==> config.mk <==
export PLATFORM = sky130hd
export DESIGN_NAME = hall_call_dispatcher
export DESIGN_NICKNAME = d
export VERILOG_FILES = /design/src/rtl/hall_call_dispatcher.sv
export SDC_FILE = /design/constraint.sdc
export NUM_CORES = 1
export LEC_CHECK = 0
export CORE_MARGIN = 2
export CORE_UTILIZATION = 35
export DETAILED_ROUTE_END_ITERATION = 16
export PLACE_DENSITY = 0.59
export SLEW_MARGIN = 30
export SYNTH_ARGS = -nofsm -noshare
export SYNTH_HDL_FRONTEND = slang
export SYNTH_SLANG_ARGS = --single-unit
==> constraint.sdc <==
create_clock -name clk -period 4 [get_ports clk]
set_clock_uncertainty 0.2 [all_clocks]
set_input_delay 0.4 -clock clk [delete_from_list [all_inputs] [get_ports clk]]
set_output_delay 0.4 -clock clk [all_outputs]
set_load 0.03 [all_outputs]
==> src/rtl/hall_call_dispatcher.sv <==
// hall_call_dispatcher: latches hall calls per floor and assigns each to the cheaper of two cars.
// Optional DISPATCH_ALT_TIE_EN: equal-cost assignments alternate between cars via a tie register.
module hall_call_dispatcher #(
    parameter int FLOORS       = 6,
    parameter int POS_W        = 4,
    parameter int AWAY_PENALTY = 12
) (
    input  logic              clk,
    input  logic              rst,
    input  logic [FLOORS-1:0] hall_call,
    input  logic [POS_W-1:0]  pos_left,
    input  logic [POS_W-1:0]  pos_right,
    input  logic              dir_left,
    input  logic              dir_right,
    input  logic              stopped_left,
    input  logic              stopped_right,
    output logic [FLOORS-1:0] req_left,
    output logic [FLOORS-1:0] req_right,
    output logic [FLOORS-1:0] pending
);
    typedef enum logic [1:0] {
        IDLE    = 2'd0,
        PENDING = 2'd1,
        ASGN_L  = 2'd2,
        ASGN_R  = 2'd3
    } floor_state_t;

    localparam int                 SCAN_W    = 3;
    localparam int                 COST_W    = 5;
    localparam int                 SUM_W     = POS_W + 4;
    localparam logic [COST_W-1:0]  COST_MAX  = '1;
    localparam logic [POS_W-1:0]   POS_TOP   = POS_W'(2 * (FLOORS - 1));
    localparam logic [SCAN_W-1:0]  SCAN_LAST = SCAN_W'(FLOORS - 1);

    floor_state_t          state     [FLOORS];
    floor_state_t          state_nxt [FLOORS];
    logic [SCAN_W-1:0]     scan;
    logic [FLOORS-1:0]     served;
    logic [COST_W-1:0]     cost_l;
    logic [COST_W-1:0]     cost_r;
    logic                  pick_l;
    logic                  pick_r;
    logic                  tie;
`ifdef DISPATCH_ALT_TIE_EN
    logic                  tie_q;
    logic                  scan_fire;
`endif

    function automatic logic [COST_W-1:0] sat_cost(input logic [SUM_W-1:0] sum);
        if (sum > SUM_W'(COST_MAX))
            return COST_MAX;
        return sum[COST_W-1:0];
    endfunction

    // Distance in half-floors plus a penalty when the car heads away from the call.
    function automatic logic [COST_W-1:0] car_cost(input logic [POS_W-1:0]  pos,
                                                   input logic              dir,
                                                   input logic [SCAN_W-1:0] floor_idx);
        logic signed [POS_W+1:0] diff;
        logic [SUM_W-1:0]        mag;
        logic [SUM_W-1:0]        pen;
        logic                    away;
        diff = $signed({2'b00, pos}) - $signed({{(POS_W + 1 - SCAN_W){1'b0}}, floor_idx, 1'b0});
        if (diff < 0)
            mag = SUM_W'(-diff);
        else
            mag = SUM_W'(diff);
        away = dir ? (diff > 0) : (diff < 0);
        pen  = away ? SUM_W'(AWAY_PENALTY) : '0;
        if (pos > POS_TOP)
            return COST_MAX;
        return sat_cost(mag + pen);
    endfunction

    always_comb begin
        cost_l = car_cost(pos_left, dir_left, scan);
        cost_r = car_cost(pos_right, dir_right, scan);
        pick_l = 1'b0;
        pick_r = 1'b0;
        tie    = 1'b0;
        if (!(cost_l == COST_MAX && cost_r == COST_MAX)) begin
            if (cost_l < cost_r)
                pick_l = 1'b1;
            else if (cost_r < cost_l)
                pick_r = 1'b1;
            else
                tie = 1'b1;
        end
`ifdef DISPATCH_ALT_TIE_EN
        pick_r = pick_r | (tie & tie_q);
        pick_l = pick_l | (tie & ~tie_q);
`else
        pick_l = pick_l | tie;
`endif
    end

    always_comb begin
        served = '0;
`ifdef DISPATCH_ALT_TIE_EN
        scan_fire = 1'b0;
`endif
        for (int f = 0; f < FLOORS; f++) begin
            served[f] = (stopped_left  && pos_left  == POS_W'(2 * f)) ||
                        (stopped_right && pos_right == POS_W'(2 * f));
            state_nxt[f] = state[f];
            if (served[f]) begin
                state_nxt[f] = IDLE;
            end else if (hall_call[f] && state[f] == IDLE) begin
                state_nxt[f] = PENDING;
            end else if (scan == SCAN_W'(f) && state[f] == PENDING) begin
`ifdef DISPATCH_ALT_TIE_EN
                scan_fire = 1'b1;
`endif
                if (pick_l)
                    state_nxt[f] = ASGN_L;
                else if (pick_r)
                    state_nxt[f] = ASGN_R;
            end
        end
    end

    // State, scan pointer and decoded outputs all update on the same edge.
    always_ff @(posedge clk or posedge rst) begin
        if (rst) begin
            scan      <= '0;
            req_left  <= '0;
            req_right <= '0;
            pending   <= '0;
            for (int f = 0; f < FLOORS; f++)
                state[f] <= IDLE;
`ifdef DISPATCH_ALT_TIE_EN
            tie_q <= 1'b0;
`endif
        end else begin
            scan <= (scan == SCAN_LAST) ? '0 : scan + 1'b1;
            for (int f = 0; f < FLOORS; f++) begin
                state[f]     <= state_nxt[f];
                req_left[f]  <= (state_nxt[f] == ASGN_L);
                req_right[f] <= (state_nxt[f] == ASGN_R);
                pending[f]   <= (state_nxt[f] == PENDING);
            end
`ifdef DISPATCH_ALT_TIE_EN
            if (tie && scan_fire)
                tie_q <= ~tie_q;
`endif
        end
    end

endmodule

Word-level counts from Yosys, hierarchy flattened
Cells that the tools add are included.
{"block": "totals", "out_inout_bits": 18, "wordCells": 168, "inputBits": 20, "reg_bits": 33}
{"block": "classes", "add_sub_neg": 7, "magnitude_cmp": 10, "n_reduce_logical": 40, "muxes": 59, "bitwise_logic": 1, "eq_ne": 41}
{"op": "2-bit two-way mux", "count": 30}
{"op": "5-bit two-way mux", "count": 8}
{"op": "1-bit logical AND", "count": 25}
{"op": "2-bit by 1-bit equality test with 1-bit output, second input constant", "count": 12}
{"op": "2-bit equality test, second input constant", "count": 12}
{"op": "8-bit by 4-bit adder with 8-bit output", "count": 2}
{"op": "4-bit by 3-bit equality test with 1-bit output, second input constant", "count": 4}
{"op": "4-bit equality test, second input constant", "count": 4}
{"op": "8-bit by 5-bit > comparator with 1-bit output, second input constant", "count": 2}
{"op": "1-bit two-way mux", "count": 16}
{"op": "8-bit two-way mux", "count": 2}
{"op": "5-bit negator with 8-bit output", "count": 2}
{"op": "2-bit zero test", "count": 6}
{"op": "5-bit equality test, second input constant", "count": 2}
{"op": "5-bit by 1-bit > comparator with 1-bit output, second input constant", "count": 2}
{"op": "5-bit by 1-bit < comparator with 1-bit output, second input constant", "count": 2}
{"op": "5-bit < comparator", "count": 2}
{"op": "4-bit by 4-bit subtractor with 5-bit output", "count": 2}
{"op": "4-bit by 2-bit equality test with 1-bit output, second input constant", "count": 2}
{"op": "4-bit > comparator, second input constant", "count": 2}
{"op": "4-bit zero test", "count": 2}
{"op": "4-bit two-way mux", "count": 2}
{"op": "3-bit by 2-bit equality test with 1-bit output, second input constant", "count": 2}
{"op": "3-bit equality test, second input constant", "count": 2}
{"op": "other kinds (6)", "count": 11}

Depth between registers and ports, before layout
{"block": "logic_depth", "depth_word": 20, "mapped_depth": 22, "ltp_nobuf": 21}

Worst setup path before layout
Ideal clock, no wire load.
{"block": "synth_path", "path_type": "input to register", "startpoint": "in pos_left[1]", "endpoint": "reg req_right[3]", "stages": 22, "required_ns": 3.712, "path_buffers": 1, "arrival_time_ns": 4.099, "slack_ns": -0.388, "setup_time_ns": 0.088, "cell_sequence": "inv_1 ha_1 fa_1 xor2_1 nand3_1 nand2_1 mux2_2 inv_1 ha_1 a21o_1 a41oi_1 mux2i_1 nor2_1 ha_1 nor2b_1 o21a_1 o21a_1 o21ai_0 nor2b_1 clkbuf_1 a31oi_1 nor3b_1"}
{"block": "synth_between", "elab_chain_len": 20, "word_cells_on_any_way": 37, "classes_between": "3 x add/sub; 6 x order compare; 3 x eq/ne; 21 x mux; 1 x bitwise; 3 x reduce/logical"}
{"element": "from (decl)", "line": "11", "source": "input logic [POS_W-1:0] pos_left,"}
{"element": "4-bit by 4-bit subtractor with 5-bit output", "line": "63", "source": "diff = $signed({2'b00, pos}) - $signed({{(POS_W + 1 - SCAN_W){1'b0}}, floor_idx, 1'b0});"}
{"element": "5-bit by 1-bit < comparator with 1-bit output / 5-bit by 1-bit > comparator with 1-bit output (equally long branches)", "line": "64, 68"}
{"element": "1-bit two-way mux", "line": "68", "source": "away = dir ? (diff > 0) : (diff < 0);"}
{"element": "4-bit two-way mux", "line": "69", "source": "pen = away ? SUM_W'(AWAY_PENALTY) : '0;"}
{"element": "8-bit by 4-bit adder with 8-bit output", "line": "72", "source": "return sat_cost(mag + pen);"}
{"element": "8-bit by 5-bit > comparator with 1-bit output", "line": "50", "source": "if (sum > SUM_W'(COST_MAX))"}
{"element": "1-bit two-way mux", "line": "50"}
{"element": "1-bit two-way mux", "line": "72"}
{"element": "(+4 left out)"}
{"element": "1-bit two-way mux", "line": "82", "source": "if (cost_l < cost_r)"}
{"element": "1-bit two-way mux", "line": "81", "source": "if (!(cost_l == COST_MAX && cost_r == COST_MAX)) begin"}
{"element": "2-bit two-way mux / 1-bit OR (equally long branches)", "line": "116, 93"}
{"element": "2-bit two-way mux", "line": "114", "source": "if (pick_l)"}
{"element": "2-bit two-way mux", "line": "110", "source": "end else if (scan == SCAN_W'(f) && state[f] == PENDING) begin"}
{"element": "2-bit two-way mux", "line": "108", "source": "end else if (hall_call[f] && state[f] == IDLE) begin"}
{"element": "2-bit two-way mux (*)", "line": "106", "source": "if (served[f]) begin"}
{"element": "2-bit equality test (*)", "line": "139", "source": "req_right[f] <= (state_nxt[f] == ASGN_R);"}
{"element": "to (signal, indexed assignment)", "line": "139"}
{"element": "to (decl)", "line": "18", "source": "output logic [FLOORS-1:0] req_right,"}
Every way passes the cells marked *; elsewhere a longest branch is shown, timed or not. The select of a mux whose other input is x is not followed.

Worst setup path in the final report
{"block": "layout_path", "startpoint": "reg scan[0]", "endpoint": "reg req_right[0]"}
{"block": "layout_between", "elab_chain_len": 20, "word_cells_on_any_way": 48, "classes_between": "6 x add/sub; 8 x order compare; 3 x eq/ne; 27 x mux; 1 x bitwise; 3 x reduce/logical"}
{"element": "from (decl)", "line": "37", "source": "logic [SCAN_W-1:0] scan;"}
{"element": "from (signal assigned)", "line": "135", "source": "scan <= (scan == SCAN_LAST) ? '0 : scan + 1'b1;"}
{"element": "4-bit by 4-bit subtractor with 5-bit output", "line": "63"}
{"element": "5-bit by 1-bit < comparator with 1-bit output / 5-bit by 1-bit > comparator with 1-bit output (equally long branches)", "line": "64, 68"}
{"element": "1-bit two-way mux", "line": "68"}
{"element": "4-bit two-way mux", "line": "69"}
{"element": "8-bit by 4-bit adder with 8-bit output", "line": "72"}
{"element": "8-bit by 5-bit > comparator with 1-bit output", "line": "50"}
{"element": "1-bit two-way mux", "line": "50"}
{"element": "1-bit two-way mux", "line": "72"}
{"element": "(+4 left out)"}
{"element": "1-bit two-way mux", "line": "82"}
{"element": "1-bit two-way mux", "line": "81"}
{"element": "2-bit two-way mux / 1-bit OR (equally long branches)", "line": "116, 93"}
{"element": "2-bit two-way mux", "line": "114"}
{"element": "2-bit two-way mux (*)", "line": "110"}
{"element": "2-bit two-way mux (*)", "line": "108"}
{"element": "2-bit two-way mux (*)", "line": "106"}
{"element": "2-bit equality test (*)", "line": "139"}
Marks and branches as above.

==> flow_summary.json <==
{
  "status": "finished with violations",
  "violations": "setup timing",
  "grt_use_total": 0.161,
  "cts_tree": "done",
  "syn_area_per_cell_sq_um": 9.28,
  "drv_cap": 0,
  "synth_ff_type": "dfrtp_1",
  "rows": 29,
  "ios": 38,
  "crit_path_end_kind": "register",
  "crit_slowest_cell": "a2111o_1",
  "synth_edf_count": 0,
  "area_growth_pct": 60.7,
  "max-vdd-ir-drop_uv": 412,
  "hold_path.class": "input port to async pin",
  "ys_types": 54,
  "path_cells": "ha_4 -> fa_2 -> xor2_2 -> nand3_2 -> nand2_1 -> mux2_4 -> inv_4 -> ha_2 -> inv_1 -> fa_2 -> o41a_1 -> a2111o_1 -> buf_12 -> buf_4 -> a31oi_4 -> nor3_2",
  "grt_overflow": 0,
  "setup_ws_ns": -0.103,
  "worstSetupPathType": "register to register",
  "setup_viol_count_final": 24,
  "p_per_area_nw_per_um2": 462,
  "synth.cell_area_sq_um": 2290,
  "slowest_delay_ns": 0.53,
  "nets": 390,
  "worstMarginPinSlew_ns": 1.28,
  "firstDrtPassIters": 4,
  "viasPerCell": 5.14,
  "cp-start-kind": "register",
  "post-route-period-util": 1.03,
  "synth_fp_nets": 289,
  "fin_area_sq_um": 3680,
  "rsz0062_at_grt": "true",
  "fmax_mhz": 244,
  "postRouteAntennaNets": 0,
  "antenna_found_initial": 0,
  "finalHoldViolCount": 0,
  "numClockSinks": 33,
  "die-area_sq_um": 7210,
  "dp_slack_ns": -0.788,
  "critPathRequiredTime_ns": 3.93,
  "grt_pass1_wl_um": 9360,
  "die_y_um": 84.9,
  "holdWs_ns": 0.277,
  "tns_ns": -1.13,
  "clock_latency_ns": 0.29,
  "synthCells": 247,
  "yosysWarningCount": 0,
  "finalMaxSlewViolations": 0,
  "vias": 2183,
  "min_period_ns": 4.10,
  "clockBufferDepth": 2,
  "gp_congestion": 0.776,
  "ys_seq_area_frac": 0.360,
  "drive_above_1_share": 0.371,
  "start_util": 0.361,
  "cp.arrival_ns": 4.03,
  "crit_fanout": 5,
  "cts_root_buf": "clkbuf_8",
  "critPathMostFrequentCell": "fa_2",
  "grt_pass1_vias": 2066,
  "synth_seq_cells": 33,
  "cts.clk_slew.worst_paths_ns": 0.07,
  "drt_iter0_drc": 89,
  "grt_max_degree": 28,
  "wl_per_cell_um": 14.1,
  "leakagePower_nw": 1.61,
  "drt_drc_violations_left": 0,
  "dpl.hpwl_um": 4360,
  "cts_max_level": 2,
  "cts_buffers": 5,
  "die_x_um": 84.9,
  "ys_async_sr_fraction": 1.00,
  "slew_headroom": 0.132,
  "place_area_sq_um": 3180,
  "drt_wl_total_um": 6010,
  "portBuffers": 37,
  "diodes": 0,
  "design.core.area_sq_um": 6350
}
==> cell usage in the layout (no fill, tap or decap), types with 3 or more instances in the layout <==
master	n
buf_4	55
dfrtp_1	32
clkdlybuf4s50_1	31
nor2_1	20
nand2_1	18
inv_1	14
a21oi_1	10
ha_1	10
nor3_1	8
inv_2	7
nor2b_1	7
a31oi_1	7
ha_4	7
a21oi_2	6
clkbuf_8	6
o21ai_0	5
nand3_2	4
o21a_1	4
and2_1	4
nand2b_1	4
or3_1	4
a21o_1	3
nor3b_1	3
o22ai_1	3
fa_2	3
dlygate4sd2_1	3
dlymetal6s2s_1	3
==> critical path, delay by kind of cell, from the launching register on <==
| family | cells | cell delay [ns] |
|---|---|---|
| simple gates | 3 | 0.17 |
| mux | 1 | 0.27 |
| compound gates | 3 | 1.09 |
| fa+ha+maj | 4 | 1.10 |
| flops | 1 | 0.46 |
| buf+inv | 4 | 0.48 |
| xor+xnor | 1 | 0.16 |
==> timing repair <==
action / CTS / global route
setup endpoints to repair: 30 / 29
pin swaps: 26 / 30
hold buffers: 0 / 0
setup buffers: 5 / 3
endpoints found under the hold margin: 0 / 0
cloned: 0 / 3
gates resized for setup: 22 / 37
==> final cells by class <==
cell class | count | area, sq um
timing repair buffer | 97 | 880
sequential | 33 | 827
clock buffer | 7 | 86.3
inverter | 22 | 85.1
tap | 77 | 96.3
multi-input combinational | 189 | 1710
fill | 542 | 2670
==> synth_stat cells, types with 2 or more instances <==
cell / number / area share
nor3b_1: 3 / 0.0098
fa_1: 4 / 0.035
nand2_1: 20 / 0.033
nand3_1: 4 / 0.0087
o21bai_1: 2 / 0.0066
o41ai_1: 2 / 0.0076
inv_1: 22 / 0.036
o22ai_1: 3 / 0.0082
buf_6: 2 / 0.0098
nand3b_1: 2 / 0.0066
a31oi_1: 8 / 0.022
and2_1: 4 / 0.011
nor3_1: 9 / 0.020
o31a_1: 2 / 0.0076
a31o_2: 2 / 0.0076
nor2b_1: 10 / 0.027
ha_1: 18 / 0.098
a2111oi_2: 2 / 0.013
a21oi_1: 17 / 0.037
xor2_1: 4 / 0.015
dfrtp_1: 33 / 0.36
or3_1: 4 / 0.011
o21a_1: 4 / 0.013
nor2_1: 22 / 0.036
a21o_1: 3 / 0.0098
nand2b_1: 5 / 0.014
o21ai_0: 7 / 0.015
nand4_1: 2 / 0.0055
xnor2_1: 2 / 0.0076
==> cell families after synthesis <==
family / after synthesis / synth area share
AO/OA/AOI/OAI: 66 / 0.206
XOR/XNOR: 6 / 0.0229
adder cells (fa/ha/maj): 22 / 0.133
buffers and inverters: 25 / 0.0475
flip-flops: 33 / 0.360
multiplexers: 2 / 0.00928
AND/OR/NAND/NOR: 93 / 0.220
==> through the flow <==
stage	std cells	util	power (W)
floorplan	247	-	0.00102
global placement	407	0.501	0.00133
detailed placement	407	0.501	0.00134
CTS	419	0.535	0.00164
global route	425	0.580	0.00181
finish	425	0.580	0.00170
==> where the power goes <==
group	switching, W	total (W)	internal, W
clock	0.000117	0.000253	0.000136
sequential	0.0000863	0.000543	0.000457
combinational	0.000462	0.000904	0.000442
==> per-layer routing <==
layer | routed length (um) | global-route usage | vias up
met5 | 0 | 0 | -
met4 | 82 | 0.0519 | 0
met3 | 228 | 0.0214 | 6
met2 | 3010 | 0.285 | 62
met1 | 2700 | 0.203 | 1028
li1 | - | - | 1087
==> state kept, by name, summed over array words and instances, names as in the netlist <==
register	count
req_right	6
pending	6
scan	3
req_left	6
state	12
==> path summary, 6_finish.rpt <==
path | start | to | slack [ns] | depth (start not counted)
min | rst | req_left[4] | 0.28 | 2
min reg2reg | state[8] | req_right[1] | 0.37 | 2
min in group clk | state[8] | req_right[1] | 0.37 | 2
max | scan[0] | req_right[0] | -0.10 | 16
max reg2reg | scan[0] | req_right[0] | -0.10 | 16
max in group asynchronous | rst | state[0] | 2.79 | 3
Power figures use the tool's default switching activity.
